==> src/rtl/tr_sram_reader_pkg.sv <==
// Shared types and default widths for the test-runner SRAM reader.
package tr_pkg;

   localparam int unsigned TR_ADDR_W = 20;
   localparam int unsigned TR_DATA_W = 16;

   typedef enum logic [1:0] {
      IDLE  = 2'd0,
      ISSUE = 2'd1,
      DRAIN = 2'd2,
      FIN   = 2'd3
   } tr_rd_state_e;

endpackage

==> src/rtl/tr_sram_reader_if.sv <==
// SRAM arbiter tr_* master port plus the valid/ready output stream.
interface tr_sram_reader_if
   import tr_pkg::*;
#(
   parameter int unsigned ADDR_WIDTH = TR_ADDR_W,
   parameter int unsigned DATA_WIDTH = TR_DATA_W
);

   logic [ADDR_WIDTH-1:0] tr_address;
   logic [1:0]            tr_byteenable;
   logic                  tr_read;
   logic                  tr_write;
   logic [DATA_WIDTH-1:0] tr_writedata;
   logic                  tr_waitrequest;
   logic [DATA_WIDTH-1:0] tr_readdata;
   logic                  tr_readdataready;
   logic [DATA_WIDTH-1:0] out_data;
   logic                  out_valid;
   logic                  out_ready;

   modport master (
      output tr_address, tr_byteenable, tr_read, tr_write, tr_writedata,
      output out_data, out_valid,
      input  tr_waitrequest, tr_readdata, tr_readdataready, out_ready
   );

   modport slave (
      input  tr_address, tr_byteenable, tr_read, tr_write, tr_writedata,
      input  out_data, out_valid,
      output tr_waitrequest, tr_readdata, tr_readdataready, out_ready
   );

endinterface

==> src/rtl/tr_sram_reader_fifo.sv <==
// Show-ahead synchronous FIFO: head word is visible on dout whenever not empty.
module sync_fifo_fwft #(
   parameter int unsigned DEPTH = 8,
   parameter int unsigned WIDTH = 16,
   localparam int unsigned CW   = $clog2(DEPTH + 1)
) (
   input  logic             clock,
   input  logic             reset,
   input  logic             push,
   input  logic             pop,
   input  logic             flush,
   input  logic [WIDTH-1:0] din,
   output logic [WIDTH-1:0] dout,
   output logic [CW-1:0]    count,
   output logic             empty,
   output logic             full
);

   localparam int unsigned AW = $clog2(DEPTH);

   logic [WIDTH-1:0] mem [DEPTH];
   logic [AW-1:0]    wr_ptr;
   logic [AW-1:0]    rd_ptr;
   logic             do_push;
   logic             do_pop;

   assign empty   = (count == '0);
   assign full    = (count == CW'(DEPTH));
   assign do_pop  = pop & ~empty;
   assign do_push = push & (~full | do_pop);
   assign dout    = mem[rd_ptr];

   // Pointer and occupancy tracking; flush empties the queue in one cycle.
   always_ff @(posedge clock or posedge reset) begin
      if (reset) begin
         wr_ptr <= '0;
         rd_ptr <= '0;
         count  <= '0;
      end else if (flush) begin
         wr_ptr <= '0;
         rd_ptr <= '0;
         count  <= '0;
      end else begin
         if (do_push) wr_ptr <= wr_ptr + AW'(1);
         if (do_pop)  rd_ptr <= rd_ptr + AW'(1);
         count <= count + CW'(do_push) - CW'(do_pop);
      end
   end

   // Storage array, left unreset.
   always_ff @(posedge clock) begin
      if (do_push && !flush) mem[wr_ptr] <= din;
   end

   // Upstream credit accounting must never let a push hit a full queue.
   always_ff @(posedge clock) begin
      if (!reset) assert (!(push && full && !pop));
   end

endmodule

==> src/rtl/tr_sram_reader.sv <==
// Streams word_count SRAM words from base_addr via pipelined reads into a show-ahead FIFO.
module tr_sram_reader
   import tr_pkg::*;
#(
   parameter int unsigned ADDR_WIDTH = TR_ADDR_W,
   parameter int unsigned DATA_WIDTH = TR_DATA_W,
   parameter int unsigned FIFO_DEPTH = 8,
   parameter int unsigned MAX_PEND   = 4
) (
   input  logic                  clock,
   input  logic                  reset,
   input  logic                  start,
   input  logic                  abort,
   input  logic [ADDR_WIDTH-1:0] base_addr,
   input  logic [ADDR_WIDTH:0]   word_count,
   output logic                  busy,
   output logic                  done,
   output logic                  aborted,
   output logic                  err,
   tr_sram_reader_if.master      bus
);

   localparam int unsigned CNT_W = ADDR_WIDTH + 1;
   localparam int unsigned PW    = $clog2(MAX_PEND + 1);
   localparam int unsigned FCW   = $clog2(FIFO_DEPTH + 1);

   tr_rd_state_e          state, state_nxt;
   logic [ADDR_WIDTH-1:0] addr_q;
   logic [CNT_W-1:0]      count_q;
   logic [CNT_W-1:0]      issued_q;
   logic [PW-1:0]         pend_q, pend_nxt;
   logic                  abort_seen_q, abort_seen_nxt;
   logic                  held_q;

   logic                  req, accept, ret, pend_nz, credit, more, abort_any;
   logic                  push, pop, flush;
   logic [FCW-1:0]        fifo_count;
   logic                  fifo_empty, fifo_full;
   logic [DATA_WIDTH-1:0] fifo_dout;

   assign bus.tr_read       = req;
   assign bus.tr_address    = addr_q;
   assign bus.tr_byteenable = {2{req}};
   assign bus.tr_write      = 1'b0;
   assign bus.tr_writedata  = '0;
   assign bus.out_data      = fifo_dout;
   assign bus.out_valid     = ~fifo_empty;

   // FSM state register.
   always_ff @(posedge clock or posedge reset) begin
      if (reset) state <= IDLE;
      else       state <= state_nxt;
   end

   // Next state, bus request, credit check and return routing.
   always_comb begin
      state_nxt      = state;
      req            = 1'b0;
      flush          = 1'b0;
      accept         = 1'b0;
      ret            = bus.tr_readdataready;
      pend_nz        = (pend_q != '0);
      more           = (issued_q < count_q);
      credit         = ((32'(pend_q) + 32'(fifo_count)) < FIFO_DEPTH) &&
                       (32'(pend_q) < MAX_PEND) && !fifo_full;
      abort_any      = (state != IDLE) && (abort_seen_q || abort);
      abort_seen_nxt = abort_seen_q;
      case (state)
         IDLE: begin
            if (start) begin
               state_nxt      = ISSUE;
               abort_seen_nxt = 1'b0;
            end
         end
         ISSUE: begin
            // A held request stays on the bus until accepted, even under abort.
            req    = held_q || (!abort_any && more && credit);
            accept = req && !bus.tr_waitrequest;
            if (abort) abort_seen_nxt = 1'b1;
            if (count_q == '0)
               state_nxt = FIN;
            else if (accept && (issued_q + CNT_W'(1) == count_q))
               state_nxt = DRAIN;
            else if (abort_any && !req)
               state_nxt = DRAIN;
         end
         DRAIN: begin
            if (abort) abort_seen_nxt = 1'b1;
            if (!pend_nz) state_nxt = FIN;
         end
         FIN: begin
            flush     = abort_seen_q;
            state_nxt = IDLE;
         end
         default: state_nxt = IDLE;
      endcase
      push     = ret && pend_nz && !abort_any;
      pop      = !fifo_empty && bus.out_ready;
      pend_nxt = pend_q + PW'(accept) - PW'(ret && pend_nz);
   end

   // Transfer bookkeeping and registered status outputs.
   always_ff @(posedge clock or posedge reset) begin
      if (reset) begin
         addr_q       <= '0;
         count_q      <= '0;
         issued_q     <= '0;
         pend_q       <= '0;
         abort_seen_q <= 1'b0;
         held_q       <= 1'b0;
         err          <= 1'b0;
         busy         <= 1'b0;
         done         <= 1'b0;
         aborted      <= 1'b0;
      end else begin
         if (state == IDLE && start) begin
            addr_q   <= base_addr;
            count_q  <= word_count;
            issued_q <= '0;
         end else if (accept) begin
            addr_q   <= addr_q + ADDR_WIDTH'(1);
            issued_q <= issued_q + CNT_W'(1);
         end
         pend_q       <= pend_nxt;
         abort_seen_q <= abort_seen_nxt;
         held_q       <= req && bus.tr_waitrequest;
         if (ret && !pend_nz) err <= 1'b1;
         busy    <= (state_nxt != IDLE);
         done    <= (state_nxt == FIN);
         aborted <= (state_nxt == FIN) && abort_seen_nxt;
      end
   end

   sync_fifo_fwft #(
      .DEPTH (FIFO_DEPTH),
      .WIDTH (DATA_WIDTH)
   ) u_fifo (
      .clock (clock),
      .reset (reset),
      .push  (push),
      .pop   (pop),
      .flush (flush),
      .din   (bus.tr_readdata),
      .dout  (fifo_dout),
      .count (fifo_count),
      .empty (fifo_empty),
      .full  (fifo_full)
   );

endmodule
==> src/flat_wrapper.sv <==
// flat-port wrapper written by rule: the top's interface ports become plain ports
module tr_sram_reader_flat import tr_pkg::*;
#(
   parameter int unsigned ADDR_WIDTH = TR_ADDR_W,
   parameter int unsigned DATA_WIDTH = TR_DATA_W,
   parameter int unsigned FIFO_DEPTH = 8,
   parameter int unsigned MAX_PEND   = 4
)
  (clock, reset, start, abort, base_addr, word_count, busy, done, aborted, err, bus_tr_address, bus_tr_byteenable, bus_tr_read, bus_tr_write, bus_tr_writedata, bus_out_data, bus_out_valid, bus_tr_waitrequest, bus_tr_readdata, bus_tr_readdataready, bus_out_ready);
  tr_sram_reader_if #(.ADDR_WIDTH(ADDR_WIDTH), .DATA_WIDTH(DATA_WIDTH)) bus_i ();
  input  logic clock;
  input  logic reset;
  input  logic start;
  input  logic abort;
  input  logic [ADDR_WIDTH-1:0] base_addr;
  input  logic [ADDR_WIDTH:0] word_count;
  output logic busy;
  output logic done;
  output logic aborted;
  output logic err;
  output wire logic [$bits(bus_i.tr_address)-1:0] bus_tr_address;
  output wire logic [$bits(bus_i.tr_byteenable)-1:0] bus_tr_byteenable;
  output wire logic [$bits(bus_i.tr_read)-1:0] bus_tr_read;
  output wire logic [$bits(bus_i.tr_write)-1:0] bus_tr_write;
  output wire logic [$bits(bus_i.tr_writedata)-1:0] bus_tr_writedata;
  output wire logic [$bits(bus_i.out_data)-1:0] bus_out_data;
  output wire logic [$bits(bus_i.out_valid)-1:0] bus_out_valid;
  input wire logic [$bits(bus_i.tr_waitrequest)-1:0] bus_tr_waitrequest;
  input wire logic [$bits(bus_i.tr_readdata)-1:0] bus_tr_readdata;
  input wire logic [$bits(bus_i.tr_readdataready)-1:0] bus_tr_readdataready;
  input wire logic [$bits(bus_i.out_ready)-1:0] bus_out_ready;
  assign bus_tr_address = bus_i.tr_address;
  assign bus_tr_byteenable = bus_i.tr_byteenable;
  assign bus_tr_read = bus_i.tr_read;
  assign bus_tr_write = bus_i.tr_write;
  assign bus_tr_writedata = bus_i.tr_writedata;
  assign bus_out_data = bus_i.out_data;
  assign bus_out_valid = bus_i.out_valid;
  assign bus_i.tr_waitrequest = bus_tr_waitrequest;
  assign bus_i.tr_readdata = bus_tr_readdata;
  assign bus_i.tr_readdataready = bus_tr_readdataready;
  assign bus_i.out_ready = bus_out_ready;
  tr_sram_reader #(.ADDR_WIDTH(ADDR_WIDTH), .DATA_WIDTH(DATA_WIDTH), .FIFO_DEPTH(FIFO_DEPTH), .MAX_PEND(MAX_PEND)) u_core (.clock(clock), .reset(reset), .start(start), .abort(abort), .base_addr(base_addr), .word_count(word_count), .busy(busy), .done(done), .aborted(aborted), .err(err), .bus(bus_i));
endmodule
==> config.mk <==
export PLATFORM = sky130hd
export DESIGN_NAME = tr_sram_reader_flat
export DESIGN_NICKNAME = d
export VERILOG_FILES = /design/src/rtl/tr_sram_reader_pkg.sv /design/src/rtl/tr_sram_reader_if.sv /design/src/rtl/tr_sram_reader_fifo.sv /design/src/rtl/tr_sram_reader.sv /design/src/flat_wrapper.sv
export SDC_FILE = /design/constraint.sdc
export NUM_CORES = 1
export LEC_CHECK = 0
export CAP_MARGIN = 25
export CORE_ASPECT_RATIO = 1.25
export CORE_MARGIN = 2
export CORE_UTILIZATION = 56
export CTS_CLUSTER_SIZE = 8
export DETAILED_ROUTE_END_ITERATION = 8
export PLACE_DENSITY = 0.87
export SYNTH_ARGS = -nofsm -noshare
export SYNTH_HDL_FRONTEND = slang
export SYNTH_SLANG_ARGS = --single-unit
==> constraint.sdc <==
create_clock -name clock -period 4.1 [get_ports clock]
set_input_delay 0.82 -clock clock [delete_from_list [all_inputs] [get_ports clock]]
set_output_delay 0.82 -clock clock [all_outputs]
set_load 0.02 [all_outputs]
* Yosys cells after proc, flatten, opt, wreduce, memory -nomap -nowiden
Memories as Yosys holds them, arrays and structs flattened.
Index checks and enable logic that the tools add are counted.
** Cells by class
- Reduce and logical (&&, ||, !) cells :: 35
- Bitwise gates (word level) :: 5
- Add/subtract/negate cells :: 9
- Equality and inequality tests :: 6
- $lt $le $gt $ge :: 3
- Mux-type cells :: 23
** Operator list (number)
- $mux W21 :: 2
- $mux W20 :: 2
- $lt A32 B4 Y1 const B :: 1
- $add A21 B1 Y21 const B :: 1
- $eq A21 B21 Y1 :: 1
- $logic_not A21 Y1 :: 1
- $lt A21 B21 Y1 :: 1
- $add A20 B1 Y20 const B :: 1
- $logic_and A1 B1 Y1 :: 16
- $mux W3 :: 4
- $mux W2 :: 5
- $reduce_bool A2 Y1 :: 5
- $pmux W2 S4 :: 1
- $logic_not A1 Y1 :: 7
- $mux W1 :: 7
- $add A3 B1 Y3 const B :: 2
- $eq A2 B2 Y1 const B :: 3
- $add A3 B4 Y5 :: 1
- $add A4 B1 Y4 :: 1
- $eq A4 B4 Y1 const B :: 1
- $logic_not A4 Y1 :: 1
- $mux W4 :: 1
- $sub A4 B1 Y4 :: 1
- $add A3 B1 Y3 :: 1
- other kinds (11) :: 14
** Storage, ports and cells
- Bits of input ports :: 64
- Memories kept :: 1
- Memory bits (writable) :: 128
- Register bits :: 83
- Output and inout bits :: 61
** Memory list
- u_core.u_fifo.mem :: depth 8, width 16, read ports 1, clocked after memory_dff 0, write ports 1, RTL line tr_sram_reader_fifo.sv:21 : logic [WIDTH-1:0] mem [DEPTH];

* Logic depth before layout (Yosys ltp)
- Depth in word-level cells :: 14
- Mapped depth :: 13

* Cells and area by module
From an unflattened synthesis, not the netlist that was laid out.
** Second synthesis, totals
- Cells, all modules :: 848
- Area, all modules :: 10567.6 um2
** By module, submodules not included
- sync_fifo_fwft :: area an instance 5570.3 um2, instances 1, cells each 273
- tr_sram_reader :: area an instance 4997.3 um2, instances 1, cells each 575

* Least setup slack after synthesis
OpenSTA, ideal clock, no wires.
- Path kind :: input to register
- Start :: input port bus_out_ready
- End :: memory u_core.u_fifo.mem[0][0], enable pin
- Arrival time :: 2.911 ns
- Library setup time :: 0.409 ns
- Slack :: 0.780 ns
- Stages on the path :: 5
- Cells stage by stage :: and2_1 -> clkbuf_1 -> o211ai_1 -> or3_1 -> nor3_1
** Between the ends
- Cells in the longest elaborated chain, start to end :: 7
** RTL lines
- start, declared :: RTL line flat_wrapper.sv:31 : input wire logic [$bits(bus_i.out_ready)-1:0] bus_out_ready;
- $logic_and A1 B1 Y1 :: RTL line tr_sram_reader.sv:98 : pop = !fifo_empty && bus.out_ready;
- $and A1 B1 Y1 :: RTL line tr_sram_reader_fifo.sv:29 : assign do_pop = pop & ~empty;
- $or A1 B1 Y1 :: RTL line tr_sram_reader_fifo.sv:30 : assign do_push = push & (~full | do_pop);
- $and A1 B1 Y1 :: RTL line tr_sram_reader_fifo.sv:30
- $logic_and A1 B1 Y1 :: RTL line tr_sram_reader_fifo.sv:52 : if (do_push && !flush) mem[wr_ptr] <= din;
- $mux W1 :: RTL line tr_sram_reader_fifo.sv:52
- $mux W1 (implied by the code) :: RTL line tr_sram_reader_fifo.sv:52
- end, declared :: RTL line tr_sram_reader_fifo.sv:21
Every way passes these cells.

* Worst setup path after layout
- Start :: register u_core.issued_q[3]
- End :: output port bus_tr_read
** Between the ends
- Cells in the longest elaborated chain, start to end :: 5
** RTL lines
- start, declared :: RTL line tr_sram_reader.sv:30 : logic [CNT_W-1:0] issued_q;
- start signal, assigned :: RTL line tr_sram_reader.sv:122 : issued_q <= issued_q + CNT_W'(1);
- $lt A21 B21 Y1 :: RTL line tr_sram_reader.sv:63 : more = (issued_q < count_q);
- $logic_and A1 B1 Y1 (2 in a row) :: RTL line tr_sram_reader.sv:77 : req = held_q || (!abort_any && more && credit);
- $logic_or A1 B1 Y1 :: RTL line tr_sram_reader.sv:77
- $mux W1 :: RTL line tr_sram_reader.sv:68 : case (state)
- end, declared :: RTL line flat_wrapper.sv:23 : output wire logic [$bits(bus_i.tr_read)-1:0] bus_tr_read;
Every way passes these cells.

==> impl_metrics.csv <==
group,metric,value,unit
final_layout,nets,1042,
global_route,grt_pass1_vias,6951,
die,core,18200,sq um
timing,rsz0062_at_grt,"false",
die,die_x,126,um
timing,hold_viol_final,0,
timing,setup_viol,0,
setup_path,cp-start-kind,"register",
synthesis,synth_compound_area_share,6.40,%
power,power_switching,2.88,mW
setup_path,reg2reg_to,"u_core.busy",
setup_path,rr_worst_depth,9,
power,power.total,8.52,mW
die,start_util,57.2,%
final_layout,fillers,1308,
setup_path,critPathRequiredTime,3.28,ns
place,place_ws,0.327,ns
timing,timing.fmax,0.262,GHz
setup_path,arrival,2.99,ns
place,port-buffer-count,107,
setup_path,crit_fanout,9,
synthesis,synthCells,815,
outcome,run_status,"finished, final reports clean",
timing,tns,0,ns
timing,holdWs,0.451,ns
clock_network,htree_levels,1,
clock_network,post_cts.repair.setup_buffers,0,
synthesis,synthSimpleGateAreaFrac,12.4,%
setup_path,r2r_start,"u_core.issued_q[3]",
synthesis,synth_edf_count,128,
global_route,grt-ovfl-total,0,
clock_network,clock_path_buffers,3,
die,io_pins,125,
global_route,grt_usage,22.5,%
synthesis,ys_seq_area_share,57.0,%
setup_path,critPathCaptureType,"primary output",
timing,slew_violations,0,
routing,drtPass1Iterations,4,
power,pwr-share-seq,37.1,%
job,cap_viol_max_count,0,
synthesis,synth_top_family_by_area,"simple AND/OR/NAND/NOR gates",
synthesis,synth.distinct_cells,64,
global_route,grt_start_max_net_pins,79,
setup_path,reg2reg_setup_slack,0.95,ns
clock_network,clock_sinks,211,
place,dp_hpwl,14500,um
clock_network,clkSlewWorstSetupHoldPaths,0.05,ns
routing,vias_per_cell,5.73,
final_layout,antenna_cells,0,
power,comb_power_share,37.2,%
clock_network,post_cts_resized,3,
routing,drt_iter0_drc,362,
timing,relSlewSlack,39.1,%
synthesis,syn_area,10400,sq um
routing,vias,6766,
min_path,min_to,"u_core.err",
synthesis,ys.flop_type,"edfxtp_1",
clock_network,root_buffer,"clkbuf_16",
synthesis,async_reset_ff_share,39.3,%
routing,ant_nets,0,
power,pwr_density_cell,680,nW/um^2
timing,worst_pin_slew,0.914,ns
min_path,hold_depth,1,
timing,layout_min_cycle_time,3.81,ns
global_route,antenna_found_initial,0,
routing,drt_wl_total,21900,um
final_layout,final_layout_size_suffix_gt1_share,12.9,%
die,die_h,156,um
place,dpl_cell_area,11700,sq um
setup_path,worstSetupPathType,"reg -> out",
power,ir_worst_vdd,0.501,mV
synthesis,synth_mux_area_share,9.36,%
synthesis,synth-seq-cells,211,
die,num_rows,55,
final_layout,fin_area,12500,sq um
clock_network,cts_made_buffers,30,
setup_path,max_stage_delay,0.54,ns
power,p_leak,4.86,nW
die,dieArea,19700,sq um
final_layout,area_growth,20.5,%
timing,fin_ws,0.290,ns
timing,skew,0.0161,ns
min_path,hold_path_class,"reg -> reg",
place,place_congestion,0.963,
power,power_frac_clock,25.7,%
synthesis,synth.avg_cell_area,12.7,sq um
timing,post-route-period-util,92.9,%
min_path,min_from,"u_core.err",
routing,drc_errors,0,
clock_network,insertion_delay,0.53,ns
power,p_sw_share,33.8,%
setup_path,crit_chain,"ha_1 -> a21o_1 -> a21oi_1 -> a211oi_1 -> o41a_1 -> nor3_2 -> dlygate4sd2_1",
setup_path,slowest_stage,"o41a_1",
power,internal_power,5.63,mW
clock_network,ctsHoldBuffers,0,
routing,routedWlPerCell,18.5,um
synthesis,synthAdderAreaFrac,5.20,%
clock_network,tritoncts,"built",
synthesis,synthXorXnorAreaFrac,5.31,%
synthesis,yosysWarnings,0,
global_route,grt_first_pass_wirelength,35400,um
sequential cells by signal (all words and copies together), names as in the netlist, 3 cells and up:
signal	cells
u_core.u_fifo.mem	128
u_core.pend_q	3
u_core.u_fifo.wr_ptr	3
u_core.bus.tr_address	20
u_core.u_fifo.rd_ptr	3
u_core.count_q	21
u_core.u_fifo.count	4
u_core.issued_q	21
critical path: cells and delay by family (launching register included):
kind / cells / cell delay, ns
and+or+nand+nor: 1 / 0.27
AOI/OAI and AO/OA: 4 / 0.95
buffers and inverters: 1 / 0.38
adders and majority gates: 1 / 0.37
DFF: 1 / 0.50
worst max-delay path by stage:
stage	startpoint	to	slack, ns	cells past startpoint
global route	u_core.issued_q[3]	bus_tr_byteenable[1]	0.17	7
detailed placement	abort	bus_tr_byteenable[0]	0.33	6
floorplan	bus_out_ready	u_core.u_fifo.mem[0][0]	0.78	5
CTS	u_core.issued_q[3]	bus_tr_byteenable[0]	0.27	7
global placement	abort	bus_tr_byteenable[1]	0.33	6
finish	u_core.issued_q[3]	bus_tr_read	0.29	7
through the flow:
step,std cells,utilization (%)
CTS,1181,68.9
global placement,1132,64.3
floorplan,831,-
finish,1181,68.9
detailed placement,1132,64.3
global route,1181,68.9
final cells by class:
type / count / area [sq um] / share of cell area [%]
Sequential cell: 211 / 5920 / 47.3
Multi-Input combinational cell: 529 / 4100 / 32.8
Timing Repair Buffer: 126 / 1220 / 9.76
Clock buffer: 48 / 840 / 6.70
Tap cell: 228 / 285 / 2.28
Inverter: 38 / 144 / 1.15
Clock inverter: 1 / 7.51 / 0.0600
power by group through the flow:
stage	Combinational [mW]	Sequential, mW	Clock [mW]
CTS	3.20	3.15	2.25
floorplan	2.06	3.17	0
detailed placement	3.17	3.18	0
finish	3.17	3.16	2.19
global placement	3.09	3.16	0
global route	3.46	3.22	2.34
routing by layer:
| layer | track usage, % | vias up | wire [um] |
|---|---|---|---|
| met1 | 25.7 | 3294 | 8240 |
| met2 | 42.4 | 224 | 11800 |
| li1 | - | 3194 | - |
| met3 | 3.83 | 54 | 1160 |
| met5 | 0 | - | 0 |
| met4 | 8.16 | 0 | 699 |
cell families (layout without fill, tap and decap cells):
kind of cell               count (synthesis)  after routing
other                                      1             17
DFF                                      211            211
buffers and inverters                     91            213
adders and majority gates                 42             42
xor gates and xnor gates                  63             63
muxes                                     55             55
AOI/OAI and AO/OA                        105            105
and+or+nand+nor                          247            247
synthesized netlist by cell type, drive strengths merged (29+ instances only):
library cell / number / area [sq um]
xor2: 43 / 377
edfxtp: 128 / 3840
o21ai: 44 / 220
nand2: 72 / 273
dfrtp: 83 / 2080
nor2: 50 / 188
buf: 33 / 226
nand3: 29 / 175
ha: 40 / 500
inv: 38 / 143
mux4: 32 / 721
cell usage in the layout (no fill, tap or decap), drive strengths merged, types with 3 or more instances in the layout:
cell           count
a21o               9
a21oi             25
a31oi              5
and2               8
and3              11
and4               3
buf               19
clkbuf            48
clkdlybuf4s50    104
conb              17
dfrtp             83
dlygate4sd2        3
edfxtp           128
ha                40
inv               37
mux2              17
mux2i              6
mux4              32
nand2             72
nand2b             8
nand3             29
nand4             25
nor2              50
nor2b              6
nor3              14
nor4              11
o21ai             44
xnor2             20
xor2              43
Power figures use the tool's default switching activity.
